--- config.mk ---
export PLATFORM = sky130hd
export DESIGN_NAME = nbcac_enc_pipe
export DESIGN_NICKNAME = d
export VERILOG_FILES = /design/src/rtl/nbcac_enc_pipe.sv
export SDC_FILE = /design/constraint.sdc
export NUM_CORES = 1
export LEC_CHECK = 0
export CORE_MARGIN = 10
export CORE_UTILIZATION = 47
export CTS_CLUSTER_DIAMETER = 80
export DETAILED_ROUTE_END_ITERATION = 7
export HOLD_SLACK_MARGIN = 0.15
export PLACE_DENSITY_LB_ADDON = 0.15
export SLEW_MARGIN = 5
export SYNTH_ARGS = -nofsm -noshare
export SYNTH_HDL_FRONTEND = slang
export SYNTH_SLANG_ARGS = --single-unit
--- constraint.sdc ---
create_clock -name clk -period 1 [get_ports clk]
set_clock_uncertainty 0.05 [all_clocks]
set_input_delay 0.25 -clock clk [delete_from_list [all_inputs] [get_ports clk]]
set_output_delay 0.25 -clock clk [all_outputs]
set_load 0.1 [all_outputs]
--- src/rtl/nbcac_enc_pipe.sv ---
// Pipelined numeral-based crosstalk-avoidance encoder: LANES independent K-bit words
// become N-wire Fibonacci-weighted codewords behind a valid/ready handshake.
module nbcac_enc_pipe #(
    parameter int N     = 7,
    parameter int K     = 5,
    parameter int LANES = 1,
    parameter int R     = 7
) (
    input  logic               clk,
    input  logic               rst_n,
    input  logic [LANES*K-1:0] in_data,
    input  logic               in_valid,
    output logic               in_ready,
    output logic [LANES*N-1:0] out_code,
    output logic               out_valid,
    input  logic               out_ready
);
    localparam int P = (N + R - 1) / R;

    // w1=1, wN=w(N-1)=2, wi=w(i+1)+w(i+2) going down from the top wire
    function automatic logic [31:0] weight(input int i);
        logic [31:0] a;
        logic [31:0] b;
        logic [31:0] t;
        a = 32'd2;
        b = 32'd2;
        if (i == 1) return 32'd1;
        if (i >= N - 1) return 32'd2;
        for (int j = N - 2; j >= i; j--) begin
            t = a + b;
            b = a;
            a = t;
        end
        return a;
    endfunction

    localparam logic [31:0] W2 = weight(2);

    if (N < 4) begin : g_bad_n
        $error("nbcac_enc_pipe: N must be at least 4");
    end
    if (K < 1 || K > 30 || (32'd1 << K) > 2 * W2) begin : g_bad_k
        $error("nbcac_enc_pipe: K too wide for this N");
    end
    if (R < 1 || R > N) begin : g_bad_r
        $error("nbcac_enc_pipe: R must lie in 1..N");
    end
    if (LANES < 1) begin : g_bad_lanes
        $error("nbcac_enc_pipe: LANES must be at least 1");
    end

    logic [N-1:0] d_q  [P][LANES];
    logic [K-1:0] r_q  [P][LANES];
    logic [N-1:0] d_nx [P][LANES];
    logic [K-1:0] r_nx [P][LANES];
    logic [P-1:0] v_q;
    logic [P-1:0] up_v;
    logic [P-1:0] ld;
    logic         chain_full;
    logic [LANES-1:0] rem_unused;

    for (genvar k = 0; k < P; k++) begin : g_seg
        localparam int S = k * R + 1;
        localparam int E = (k * R + R < N) ? k * R + R : N;
        localparam int L = E - S + 1;
        for (genvar j = 0; j < LANES; j++) begin : g_lane
            logic [N-1:0] dc [L+1];
            logic [K-1:0] rc [L+1];
            if (k == 0) begin : g_src_in
                assign dc[0] = '0;
                assign rc[0] = in_data[j*K +: K];
            end else begin : g_src_reg
                assign dc[0] = d_q[k-1][j];
                assign rc[0] = r_q[k-1][j];
            end
            for (genvar m = 0; m < L; m++) begin : g_stage
                localparam int I = S + m;
                localparam logic [N-1:0] MASK = N'(1) << (I - 1);
                logic         bit_d;
                logic [K-1:0] sub;
                if (I == 1) begin : g_lsb
                    assign bit_d = rc[m][0];
                    assign sub   = K'(1);
                end else if (I == N) begin : g_tail
                    assign bit_d = (rc[m] != '0);
                    assign sub   = '0;
                end else begin : g_mid
                    localparam logic [31:0] WI = weight(I);
                    localparam logic [31:0] WT = weight(I) + weight(I + 1);
                    logic [31:0] rx;
                    assign rx    = {{(32-K){1'b0}}, rc[m]};
                    // Ambiguous band [wi, wi+w(i+1)) repeats the previous bit to avoid 010/101 patterns
                    assign bit_d = (rx >= WT) || ((rx >= WI) && dc[m][I-2]);
                    assign sub   = WI[K-1:0];
                end
                assign dc[m+1] = bit_d ? (dc[m] | MASK) : dc[m];
                assign rc[m+1] = bit_d ? (rc[m] - sub) : rc[m];
            end
            assign d_nx[k][j] = dc[L];
            assign r_nx[k][j] = rc[L];
        end
    end

    always_comb begin
        up_v = '0;
        up_v[0] = in_valid;
        for (int k = 1; k < P; k++) begin
            up_v[k] = v_q[k-1];
        end
    end

    // A register can load unless it and everything downstream is full and the consumer stalls
    always_comb begin
        ld = '0;
        chain_full = 1'b1;
        for (int k = 0; k < P; k++) begin
            chain_full = 1'b1;
            for (int m = k; m < P; m++) begin
                chain_full = chain_full & v_q[m];
            end
            ld[k] = !chain_full || out_ready;
        end
    end

    // Payload only moves with a valid entry, so out_code holds the last codeword when idle
    always_ff @(posedge clk or negedge rst_n) begin
        if (!rst_n) begin
            v_q <= '0;
            for (int k = 0; k < P; k++) begin
                for (int j = 0; j < LANES; j++) begin
                    d_q[k][j] <= '0;
                    r_q[k][j] <= '0;
                end
            end
        end else begin
            for (int k = 0; k < P; k++) begin
                if (ld[k]) begin
                    v_q[k] <= up_v[k];
                    if (up_v[k]) begin
                        for (int j = 0; j < LANES; j++) begin
                            d_q[k][j] <= d_nx[k][j];
                            r_q[k][j] <= r_nx[k][j];
                        end
                    end
                end
            end
        end
    end

    assign in_ready  = ld[0];
    assign out_valid = v_q[P-1];

    for (genvar j = 0; j < LANES; j++) begin : g_out
        assign out_code[j*N +: N] = d_q[P-1][j];
        assign rem_unused[j]      = ^r_q[P-1][j];
    end

endmodule

==> results.ini, run 1 <==
[floorplanning]
start_util_pct=50.0
io_pins=18
rows=16
die_h_um=65.9
die_w_um=65.9

[placed_design]
placed_area_sq_um=1620
globalplace.congestion=0.931
preCtsSetupSlack_ns=-4.13
port_buffers=17
dp_hpwl_mm=2.62
dpl.cell_count=198

[yosys]
netlist_area_sq_um=991
synthArstFlopShare_pct=100
synthCells=123
ys_seq_elements=8
synth_top_cell_by_area=dfrtp_1
synth_top_cell_area_share_pct=20.2
synth_cell_types=44
synth_ff_type=dfrtp_1
yosysWarnings=0
yosys-top-cells-area=dfrtp_1 (20%), ha_1 (13%), nand2_1 (5.7%)
avgSynthCellArea_sq_um=8.06
ys_seq_area_share_pct=20.2
synth_edf_count=0
synth_nets=142

[clocking]
cts_htree_levels=1
cts_root_buffer=clkbuf_4
cts_sinks=8
clockBufferDepth=2
cts_hold_buf=0
cts_buffers=3

[grt]
antenna_found_initial=0
grt_max_degree=11

[run_status]
outcome=stopped before the end
error=[ERROR DPL-0033] detailed placement checks failed during check placement.
failed_stage=5_1_grt

[sta]
worst-ep-kind=register input
grt-worst-endpoint=out_code[6]$_DFFE_PN0P_/D

[kinds of logic after synthesis]
family,Yosys count,synth area share [%]
and+or+nand+nor,45,24.7
buffers and inverters,15,7.07
xor gates and xnor gates,6,5.30
muxes,3,3.66
DFF,8,20.2
adders and majority gates,10,12.6
AOI/OAI and AO/OA,36,26.4
[stage by stage]
| step | hold WS (ns) | setup TNS (ns) |
|---|---|---|
| after floorplan | -0.0956 | -12.33 |
| after global placement | 0.454 | -14.43 |
| after detailed placement | 0.475 | -15.55 |
| after CTS | 0.230 | -11.07 |
[cells in the mapped netlist, types with 2 or more instances]
master	count
nor2b_1	4
o21ai_0	11
inv_1	9
clkbuf_1	2
o211ai_1	3
nand3_1	2
nor2_1	6
and2_1	3
xnor2_1	4
dfrtp_1	8
xor2_1	2
nand2_1	15
nand2b_1	6
ha_1	10
a21oi_1	8
buf_2	2
[timing repair]
action | CTS
resized for setup | 57
pin swaps | 21
setup endpoints to repair | 16
buffers inserted | 9
==> run 2, diff against run 1 <==
--- a/config.mk
+++ b/config.mk
@@ -5,11 +5,9 @@
 export SDC_FILE = /design/constraint.sdc
 export NUM_CORES = 1
 export LEC_CHECK = 0
-export CORE_MARGIN = 10
-export CORE_UTILIZATION = 47
-export CTS_CLUSTER_DIAMETER = 80
+export CORE_AREA = 10 10 71 73
 export DETAILED_ROUTE_END_ITERATION = 7
-export HOLD_SLACK_MARGIN = 0.15
+export DIE_AREA = 0 0 81 83
 export PLACE_DENSITY_LB_ADDON = 0.15
 export SLEW_MARGIN = 5
 export SYNTH_ARGS = -nofsm -noshare
==> constraint.sdc (replaced) <==
create_clock -name clk -period 1.3 [get_ports clk]
set_clock_uncertainty 0.05 [all_clocks]
set_input_delay 0.325 -clock clk [delete_from_list [all_inputs] [get_ports clk]]
set_output_delay 0.325 -clock clk [all_outputs]
set_load 0.1 [all_outputs]
==> run 2 against run 1 <==
  * The flow now finishes, with violations (setup timing)
  * Synthesized cell count unchanged
  * Area after synthesis did not move
==> results.ini, run 2 <==
[drt]
drt_first_pass_iters=4
drc=0
routed_wl_mm=3.16
postRouteAntennaNets=0
drtIter0Drc=32
routedWlPerCell_um=12.6
via_per_inst=4.59
dr_total_vias=1148

[yosys]
yosysWarnings=0  ; unchanged
synth_nets=142  ; unchanged
yosys-top-cells-area=dfrtp_1 (20%), ha_1 (13%), nand2_1 (5.7%)
ys_seq_area_share_pct=20.2  ; unchanged
synthArstFlopShare_pct=100  ; unchanged
synthCells=123  ; unchanged
yosysMostFrequentCell=nand2_1
synth_cell_types=44  ; unchanged
synth_edf_count=0  ; unchanged
synth_ff_type=dfrtp_1
synth_top_cell_by_area=dfrtp_1
netlist_area_sq_um=991  ; unchanged
synth_top_cell_area_share_pct=20.2  ; unchanged
synth_commonest_cells=nand2_1 (15), o21ai_0 (11), ha_1 (10), inv_1 (9)
ys_seq_elements=8  ; unchanged
avgSynthCellArea_sq_um=8.06  ; unchanged

[run_status]
violations=setup timing
outcome=complete, but fails checks

[clocking]
cts_htree_levels=1  ; unchanged
cts_hold_buf=0  ; unchanged
cts_buffers=3  ; unchanged
cts_root_buffer=clkbuf_8
cts_tree=done
clockBufferDepth=2  ; unchanged
cts_sinks=8  ; unchanged
cts.reportedPaths.clkPinSlew_ns=0.04
clk_latency_ns=0.22

[sta]
setup_violations=5
fmax_ghz=0.238
report.final.slew_viol_count=0
grt_setup_unrepaired=true
totalNegativeSetupSlack_ns=-8.40
fin_crit_ns=4.19
whs_ns=0.330
hold_violations=0
relSlewSlack_pct=75.9
period_share_pct=323
setup_slack_ns=-2.89
worst_slew_pin_slew_ns=0.360

[layout]
layout-drive-gt1-share_pct=59.4
layout_common_cells=buf_4 (59), nand2_1 (11), buf_12 (9), a21oi_1 (7), dfrtp_1 (7)
largest_reg_flops=7
fin_util_pct=56.6
syn2layout_area_growth_pct=108
fin_nets=222
final_common_cell=buf_4
diodes=0

[placed_design]
dp_hpwl_mm=2.42  ; -7.6%
globalplace.congestion=0.880  ; -5.5%
port_buffers=17  ; unchanged
preCtsSetupSlack_ns=-3.92  ; +0.207 ns

[floorplanning]
rows=22  ; +6
start_util_pct=27.3  ; -23 points
die_h_um=83  ; +26%
io_pins=18  ; unchanged
die_w_um=81  ; +23%
core_sq_um=3630
dieArea_sq_um=6720

[grt]
grt_max_degree=12
grt_overflow=0
antenna_found_initial=0
grt_pass1_wl_mm=5.38
grt_pass1_vias=1195
track_usage_pct=9.37

[critical_path]
crit_required_ns=1.41
rrSetupSlack_ns=0.05
cp.arrival_ns=4.30
cp-end-kind=flop
startpoint_type=input pin
critPathKind=in -> reg
cp_max_fo=4

[min_path]
hold_class=in -> async

[pwr]
ir_drop_v=0.000409
power_per_cell_area_nw_per_um2=1180
total_power_w=0.00243
p_leak_nw=0.952

[job]
drv_cap=0

[run 2: cell counts after synthesis]
No cell type changed its count.
[run 2: timing repair]
| action | in CTS | in global routing |
|---|---|---|
| setup buffers | 18 | 4 |
| pin swaps | 24 | 2 |
| endpoints found under the setup margin | 7 | 8 |
| resized for setup | 47 | 11 |
[run 2: layout make-up]
| type | count | area, sq um |
|---|---|---|
| multi-input combinational | 100 | 941 |
| fill | 349 | 1580 |
| tap | 48 | 60.1 |
| sequential | 8 | 204 |
| timing repair buffer | 81 | 763 |
| clock buffer | 4 | 45.0 |
| inverter | 9 | 43.8 |
[run 2: per-stage QoR]
step / instances / cell area [sq um]
6_report: 250 / 2060
5_1_grt: 250 / 2060
4_1_cts: 246 / 1970
3_5_place_dp: 225 / 1680
3_3_place_gp: 225 / 1680
2_1_floorplan: 123 / 1100
[run 2: worst max-delay path: stages]
cell and delay (ns):
buf_8 0.11, inv_8 0.05, ha_4 0.14, and2b_4 0.20
o211ai_1 0.16, o211ai_1 0.17, ha_2 0.22, inv_2 0.09
nand2_4 0.06, o31ai_4 0.20, and2_4 0.22, nor2_4 0.05
xnor2_2 0.13, ha_2 0.19, a21oi_2 0.12, o211ai_1 0.12
nor2_2 0.18, xnor2_2 0.15, inv_1 0.07, ha_2 0.19
or4b_4 0.55, o41ai_4 0.24, buf_4 0.17, a211o_1 0.09
a22o_1 0.11
[run 2: layer usage]
metal | track usage, % | up-vias | part of all wire [%]
met5 | 0 | - | 0
met3 | 1.83 | 2 | 3.4
li1 | - | 593 | -
met4 | 1.88 | 0 | 0.25
met1 | 11.0 | 535 | 42
met2 | 16.8 | 18 | 54
[run 2: path summary, 6_finish.rpt]
check | cells past startpoint | startpoint | endpoint
setup / recovery | 25 | in_data[2] | out_code[6]
hold / removal | 1 | rst_n | out_code[2]
setup reg to reg | 4 | out_valid | out_code[0]
hold reg to reg | 2 | out_code[4] | out_code[4]
max in group asynchronous | 1 | rst_n | out_valid
min in group clk | 2 | out_code[4] | out_code[4]
[run 2: cell families (layout without fill, tap and decap cells)]
logic type | Yosys count | count (layout) | share of synthesized area [%]
compound gates | 36 | 36 | 26.4
simple gates | 45 | 45 | 24.7
flops | 8 | 8 | 20.2
buf+inv | 15 | 94 | 7.07
fa+ha+maj | 10 | 10 | 12.6
mux | 3 | 3 | 3.66
xor+xnor | 6 | 6 | 5.30
[run 2: power breakdown]
group | internal (W) | total (W) | switching (W)
combinational | 0.000876 | 0.00178 | 0.000902
clock | 0.000212 | 0.000302 | 0.0000905
sequential | 0.000299 | 0.000353 | 0.0000535
Power figures use the tool's default switching activity.
